## src/rtl/arith_pkg.sv

```systemverilog
// Shared arithmetic-library types and helpers: divider state encoding,
// counter sizing and the most-negative-value constant.
package arith_pkg;

    typedef enum logic [1:0] {
        IDLE = 2'd0,
        CALC = 2'd1,
        FIX  = 2'd2,
        DONE = 2'd3
    } div_state_e;

    // Iteration counter holds N-1 down to 0.
    function automatic int unsigned div_cnt_w(input int unsigned n);
        return (n < 3) ? 1 : $clog2(n);
    endfunction

    // 1'b1 followed by zeros at width n; callers truncate to their width.
    function automatic logic [63:0] div_most_neg(input int unsigned n);
        return 64'(1) << (n - 1);
    endfunction

endpackage

```

## src/rtl/div_sub_step.sv

```systemverilog
// Single restoring-division step: N+1-bit trial subtract of the divisor
// magnitude from the shifted partial remainder.
module div_sub_step #(
    parameter int unsigned N = 32
) (
    input  logic [N:0]   shifted_i,
    input  logic [N-1:0] divisor_i,
    output logic [N-1:0] diff_c_o,
    output logic         nonneg_c_o
);

    logic [N:0] trial;

    assign trial      = shifted_i - {1'b0, divisor_i};
    // A non-negative result always fits in N bits since rem < |B|.
    assign diff_c_o   = trial[N-1:0];
    assign nonneg_c_o = ~trial[N];

endmodule

```

## src/rtl/seq_signed_divider.sv

```systemverilog
// Iterative signed restoring divider with valid/ready handshakes; one
// quotient bit per cycle on magnitudes, sign fix-up in a final cycle.
module seq_signed_divider
    import arith_pkg::*;
#(
    parameter int unsigned N = 32
) (
    input  logic         clk,
    input  logic         rst_n,
    input  logic         in_valid,
    output logic         in_ready,
    input  logic [N-1:0] A,
    input  logic [N-1:0] B,
    output logic         out_valid,
    input  logic         out_ready,
    output logic [N-1:0] Quotient,
    output logic [N-1:0] Remainder,
    output logic         DivByZero,
    output logic         Overflow
);

    localparam int unsigned CNT_W    = div_cnt_w(N);
    localparam logic [N-1:0] MOST_NEG = N'(div_most_neg(N));

    div_state_e     state_q, state_d;
    logic [CNT_W-1:0] cnt_q, cnt_d;
    logic [N-1:0]   dq_q, dq_d;
    logic [N-1:0]   rem_q, rem_d;
    logic [N-1:0]   dvsr_q, dvsr_d;
    logic           sgn_quo_q, sgn_quo_d;
    logic           sgn_rem_q, sgn_rem_d;
    logic           ovf_pend_q, ovf_pend_d;
    logic [N-1:0]   quot_q, quot_d;
    logic [N-1:0]   remo_q, remo_d;
    logic           dbz_q, dbz_d;
    logic           ovf_q, ovf_d;
    logic           in_ready_q, in_ready_d;
    logic           out_valid_q, out_valid_d;

    logic [N:0]     shifted_c;
    logic [N-1:0]   diff_c;
    logic           nonneg_c;

    // Dividend MSB shifts into the partial remainder each iteration.
    assign shifted_c = {rem_q, dq_q[N-1]};

    div_sub_step #(.N(N)) u_step (
        .shifted_i  (shifted_c),
        .divisor_i  (dvsr_q),
        .diff_c_o   (diff_c),
        .nonneg_c_o (nonneg_c)
    );

    always_comb begin
        state_d     = state_q;
        cnt_d       = cnt_q;
        dq_d        = dq_q;
        rem_d       = rem_q;
        dvsr_d      = dvsr_q;
        sgn_quo_d   = sgn_quo_q;
        sgn_rem_d   = sgn_rem_q;
        ovf_pend_d  = ovf_pend_q;
        quot_d      = quot_q;
        remo_d      = remo_q;
        dbz_d       = dbz_q;
        ovf_d       = ovf_q;

        case (state_q)
            IDLE: begin
                if (in_valid) begin
                    if (B == '0) begin
                        quot_d  = '1;
                        remo_d  = A;
                        dbz_d   = 1'b1;
                        ovf_d   = 1'b0;
                        state_d = DONE;
                    end else begin
                        // Negating MOST_NEG yields 2^(N-1) as an unsigned magnitude.
                        dq_d       = A[N-1] ? -A : A;
                        dvsr_d     = B[N-1] ? -B : B;
                        sgn_quo_d  = A[N-1] ^ B[N-1];
                        sgn_rem_d  = A[N-1];
                        ovf_pend_d = (A == MOST_NEG) && (B == '1);
                        rem_d      = '0;
                        cnt_d      = CNT_W'(N - 1);
                        state_d    = CALC;
                    end
                end
            end
            CALC: begin
                rem_d = nonneg_c ? diff_c : shifted_c[N-1:0];
                dq_d  = {dq_q[N-2:0], nonneg_c};
                cnt_d = cnt_q - CNT_W'(1);
                if (cnt_q == '0) begin
                    state_d = FIX;
                end
            end
            FIX: begin
                quot_d  = sgn_quo_q ? -dq_q : dq_q;
                remo_d  = sgn_rem_q ? -rem_q : rem_q;
                ovf_d   = ovf_pend_q;
                dbz_d   = 1'b0;
                state_d = DONE;
            end
            DONE: begin
                if (out_ready) begin
                    state_d = IDLE;
                end
            end
            default: state_d = IDLE;
        endcase

        in_ready_d  = (state_d == IDLE);
        out_valid_d = (state_d == DONE);
    end

    always_ff @(posedge clk or negedge rst_n) begin
        if (!rst_n) begin
            state_q     <= IDLE;
            cnt_q       <= '0;
            dq_q        <= '0;
            rem_q       <= '0;
            dvsr_q      <= '0;
            sgn_quo_q   <= 1'b0;
            sgn_rem_q   <= 1'b0;
            ovf_pend_q  <= 1'b0;
            quot_q      <= '0;
            remo_q      <= '0;
            dbz_q       <= 1'b0;
            ovf_q       <= 1'b0;
            in_ready_q  <= 1'b1;
            out_valid_q <= 1'b0;
        end else begin
            state_q     <= state_d;
            cnt_q       <= cnt_d;
            dq_q        <= dq_d;
            rem_q       <= rem_d;
            dvsr_q      <= dvsr_d;
            sgn_quo_q   <= sgn_quo_d;
            sgn_rem_q   <= sgn_rem_d;
            ovf_pend_q  <= ovf_pend_d;
            quot_q      <= quot_d;
            remo_q      <= remo_d;
            dbz_q       <= dbz_d;
            ovf_q       <= ovf_d;
            in_ready_q  <= in_ready_d;
            out_valid_q <= out_valid_d;
        end
    end

    assign in_ready  = in_ready_q;
    assign out_valid = out_valid_q;
    assign Quotient  = quot_q;
    assign Remainder = remo_q;
    assign DivByZero = dbz_q;
    assign Overflow  = ovf_q;

endmodule

```

## config.mk

```make
export PLATFORM = sky130hd
export DESIGN_NAME = seq_signed_divider
export DESIGN_NICKNAME = d
export VERILOG_FILES = /design/src/rtl/arith_pkg.sv /design/src/rtl/div_sub_step.sv /design/src/rtl/seq_signed_divider.sv
export SDC_FILE = /design/constraint.sdc
export NUM_CORES = 1
export LEC_CHECK = 0
export ABC_AREA = 0
export CORE_MARGIN = 8
export CORE_UTILIZATION = 52
export DETAILED_ROUTE_END_ITERATION = 16
export PLACE_DENSITY_LB_ADDON = 0.2
export SETUP_SLACK_MARGIN = 0.15
export SYNTH_ARGS = -nofsm -noshare
export SYNTH_HDL_FRONTEND = slang
export SYNTH_SLANG_ARGS = --single-unit
```

## constraint.sdc

```tcl
create_clock -name clk -period 2.96 [get_ports clk]
set_input_delay 0.592 -clock clk [delete_from_list [all_inputs] [get_ports clk]]
set_output_delay 0.592 -clock clk [all_outputs]
set_load 0.1 [all_outputs]
```

==> results.txt <==
outcome: finished, violations left
failing checks: setup timing
final hold violation count: 0
Max Freq: 329 MHz
PortBufs: 135
CP max stage delay: 0.44 ns
first drt pass iteration count: 6
RD Place Congestion: 0.924
Syn. warnings: 0
most frequent cells in the layout: 253 x buf_4, 177 x nand2_1, 172 x dfrtp_1
final net count: 1765
CTS root buffer: clkbuf_16
FFs w/ async S/R, synth: 100%
area grow syn2layout: 37.1%
RSZ-0062 raised after global routing: true
Die Footprint: 27300 µm²
family with the most delay on the worst path: compound AO/OA/AOI/OAI gates
critical-path cell list: ha_4 -> fa_2 -> nand2b_4 -> a21oi_4 -> o211a_4 -> o2111ai_4 -> a21o_1 -> a211oi_4 -> buf_12 -> buf_12 -> buf_12 -> mux2i_4 -> o21ai_1
Initial Util: 53.1%
hpwl dp: 24900 µm
Ports: 136
die height: 165 µm
commonest non-fill, non-tap cell in the layout: buf_4
Slowest cell on crit path: dfrtp_1
Top Metal Used: met4
Crit path arrival time: 3.35 ns
initial DRC count: 1009
Placement Cell Area: 14500 µm²
clk_lat worst skew: 0.44 ns
Vias per Instance: 5.88
CTS tree: built
FF+latch area: 4360 µm²
Tcrit/Tclk final: 103%
global-route wire length before repair: 55100 µm
Post-synth EDFFs: 0
clock tree buffer depth: 2
DRC errors left: 0
wl on met1: 14700 µm
ANT cells: 0
Leakage: 0.00702 µW
largest net degree at the start of global routing: 73
Slew headroom: 42.5%
placed insts: 1887
most used cell, CP: buf_12
clk sinks: 174
max-slew violation count: 0
Multi-input gate area: 7130 µm²
critical path class: flop to flop
layout cell share with drive strength beyond 1: 25.4%
Final Cell Area: 15900 µm²
crit path from: dvsr_q[0]
synthesized area: 11600 µm²
Antenna Nets Post-Route: 0
Bufs and invs on worst path: 3
Clock Pin Slew Worst Setup and Hold Paths: 0.07 ns
Gate Count Post-Synth: 1362
Power Total: 21700 µW
H-tree depth: 4
Non-Filler Instances: 1951
overall global routing resource usage: 25.0%
critical path required time: 3.27 ns
FP Rows: 54
worst setup margin: -0.0789 ns
vias: 11475
met3 routed WL: 2360 µm
register area share after synthesis: 37.6%
Yosys cell types: 69
maximum vdd drop: 554 µV
pwr dens: 1360 nW/µm²
Placement Setup Slack: -0.485 ns
Avg Cell Area, Syn: 8.50 µm²
Max Cap Viol: 0
critical path capture point type: flop
minimum clock period: 3.04 ns
Filler Cells Inserted: 1644
ys flop type: dfrtp_1
worst slew pin tran: 0.861 ns
Critical Path Source Type: flop
R2R Path Start: dvsr_q[0]
number of global-route vias before repair: 10993
crit-path max FO: 6
GRT Residual Overflow: 0
drt total wl: 34900 µm
cts hold-fix bufs: 0
Die Width: 165 µm
met2 routed WL: 17000 µm
Routed WL per cell: 17.9 µm
total CTS buffers: 17
Worst Hold Class: input port to async pin
clock skew: 0.00711 ns
syn_nets: 1469
core area: 21800 µm²
Final setup viols: 10
register bit total from synthesis: 174
Hold WS: 0.162 ns
initial antenna violation count: 0
==> worst register-to-register path: cells and delay by family, from the launching register on <==
family | cells | cell delay (ns)
muxes | 1 | 0.23
buffers and inverters | 3 | 0.42
DFF | 1 | 0.44
AOI/OAI and AO/OA | 6 | 1.09
adders and majority gates | 2 | 0.58
and+or+nand+nor | 1 | 0.16
==> path summary, 6_finish.rpt <==
path                          endpoint  slack [ns]  depth (start not counted)
max                           rem_q[8]       -0.08                         13
min                        Quotient[2]        0.16                          1
max reg2reg                   rem_q[8]       -0.08                         13
min reg2reg                  dvsr_q[9]        0.48                          2
max in group asynchronous    rem_q[21]        1.98                          2
min in group clk             dvsr_q[9]        0.48                          2
==> cell type report <==
class	count	share of cell area, %
inverter	52	1.23
tap	280	2.21
timing repair buffer	359	20.6
clock inverter	15	0.954
sequential	174	27.4
multi-input combinational	1054	44.9
clock buffer	17	2.68
==> stage by stage <==
step	TNS, ns	util [%]
after floorplan	0	-
after global placement	-52.88	66.3
after detailed placement	-58.60	66.3
after CTS	-0.747	70.8
after global routing	-2.24	72.7
final	-0.378	72.7
==> Yosys cell counts, types with 10 or more instances <==
| cell | count | area [µm²] |
|---|---|---|
| nand4_1 | 15 | 93.8 |
| clkbuf_1 | 58 | 218 |
| nor2_1 | 99 | 372 |
| o31ai_1 | 37 | 278 |
| o22ai_1 | 14 | 87.6 |
| xor2_1 | 92 | 806 |
| or3_1 | 14 | 87.6 |
| a22oi_1 | 10 | 75.1 |
| nand2_1 | 179 | 672 |
| ha_1 | 38 | 475 |
| mux2i_1 | 14 | 140 |
| inv_1 | 52 | 195 |
| buf_2 | 19 | 95.1 |
| o311ai_0 | 15 | 131 |
| o41ai_1 | 16 | 140 |
| nand2b_1 | 11 | 68.8 |
| nor4_1 | 11 | 68.8 |
| o21ai_0 | 134 | 671 |
| or4_1 | 14 | 105 |
| a21o_1 | 13 | 97.6 |
| or2_2 | 10 | 62.6 |
| a221o_1 | 21 | 210 |
| dfrtp_1 | 173 | 4330 |
| nor3_1 | 25 | 125 |
| a21oi_1 | 74 | 370 |
| xnor2_1 | 53 | 464 |
| a31oi_1 | 16 | 100 |
| nand3_1 | 33 | 165 |
==> timing repair <==
item	in CTS	in global routing
gates cloned	4	2
resized for setup	52	88
endpoints found under the setup margin	138	153
buffers inserted	20	6
pin swaps	30	29
==> registers in the layout, summed over array words and instances (netlist names) <==
name and count:
out_valid 1, sgn_rem_q 1, Overflow 1, state_q 2, Quotient 32, Remainder 32
dq_q 32, dvsr_q 32, ovf_pend_q 1, sgn_quo_q 1, rem_q 32, DivByZero 1
cnt_q 5, in_ready 1
==> kinds of logic after synthesis <==
kind of cell               count (synthesis)  share of synthesized area, %
adders and majority gates                 39                          4.28
and+or+nand+nor                          452                          18.4
buffers and inverters                    134                          4.68
DFF                                      174                          37.6
xor gates and xnor gates                 145                          11.0
AOI/OAI and AO/OA                        403                          22.8
muxes                                     15                          1.31
==> where the power goes <==
group | switching (µW) | internal [µW]
clock | 1050 | 1190
sequential | 986 | 3450
combinational | 8560 | 6420
==> per-layer routing <==
metal	vias to the layer above	GRT usage, %
li1	5506	-
met1	5492	32.5
met2	417	41.7
met3	60	3.40
met4	0	9.71
met5	-	0
(Power assumes the default switching activity.)
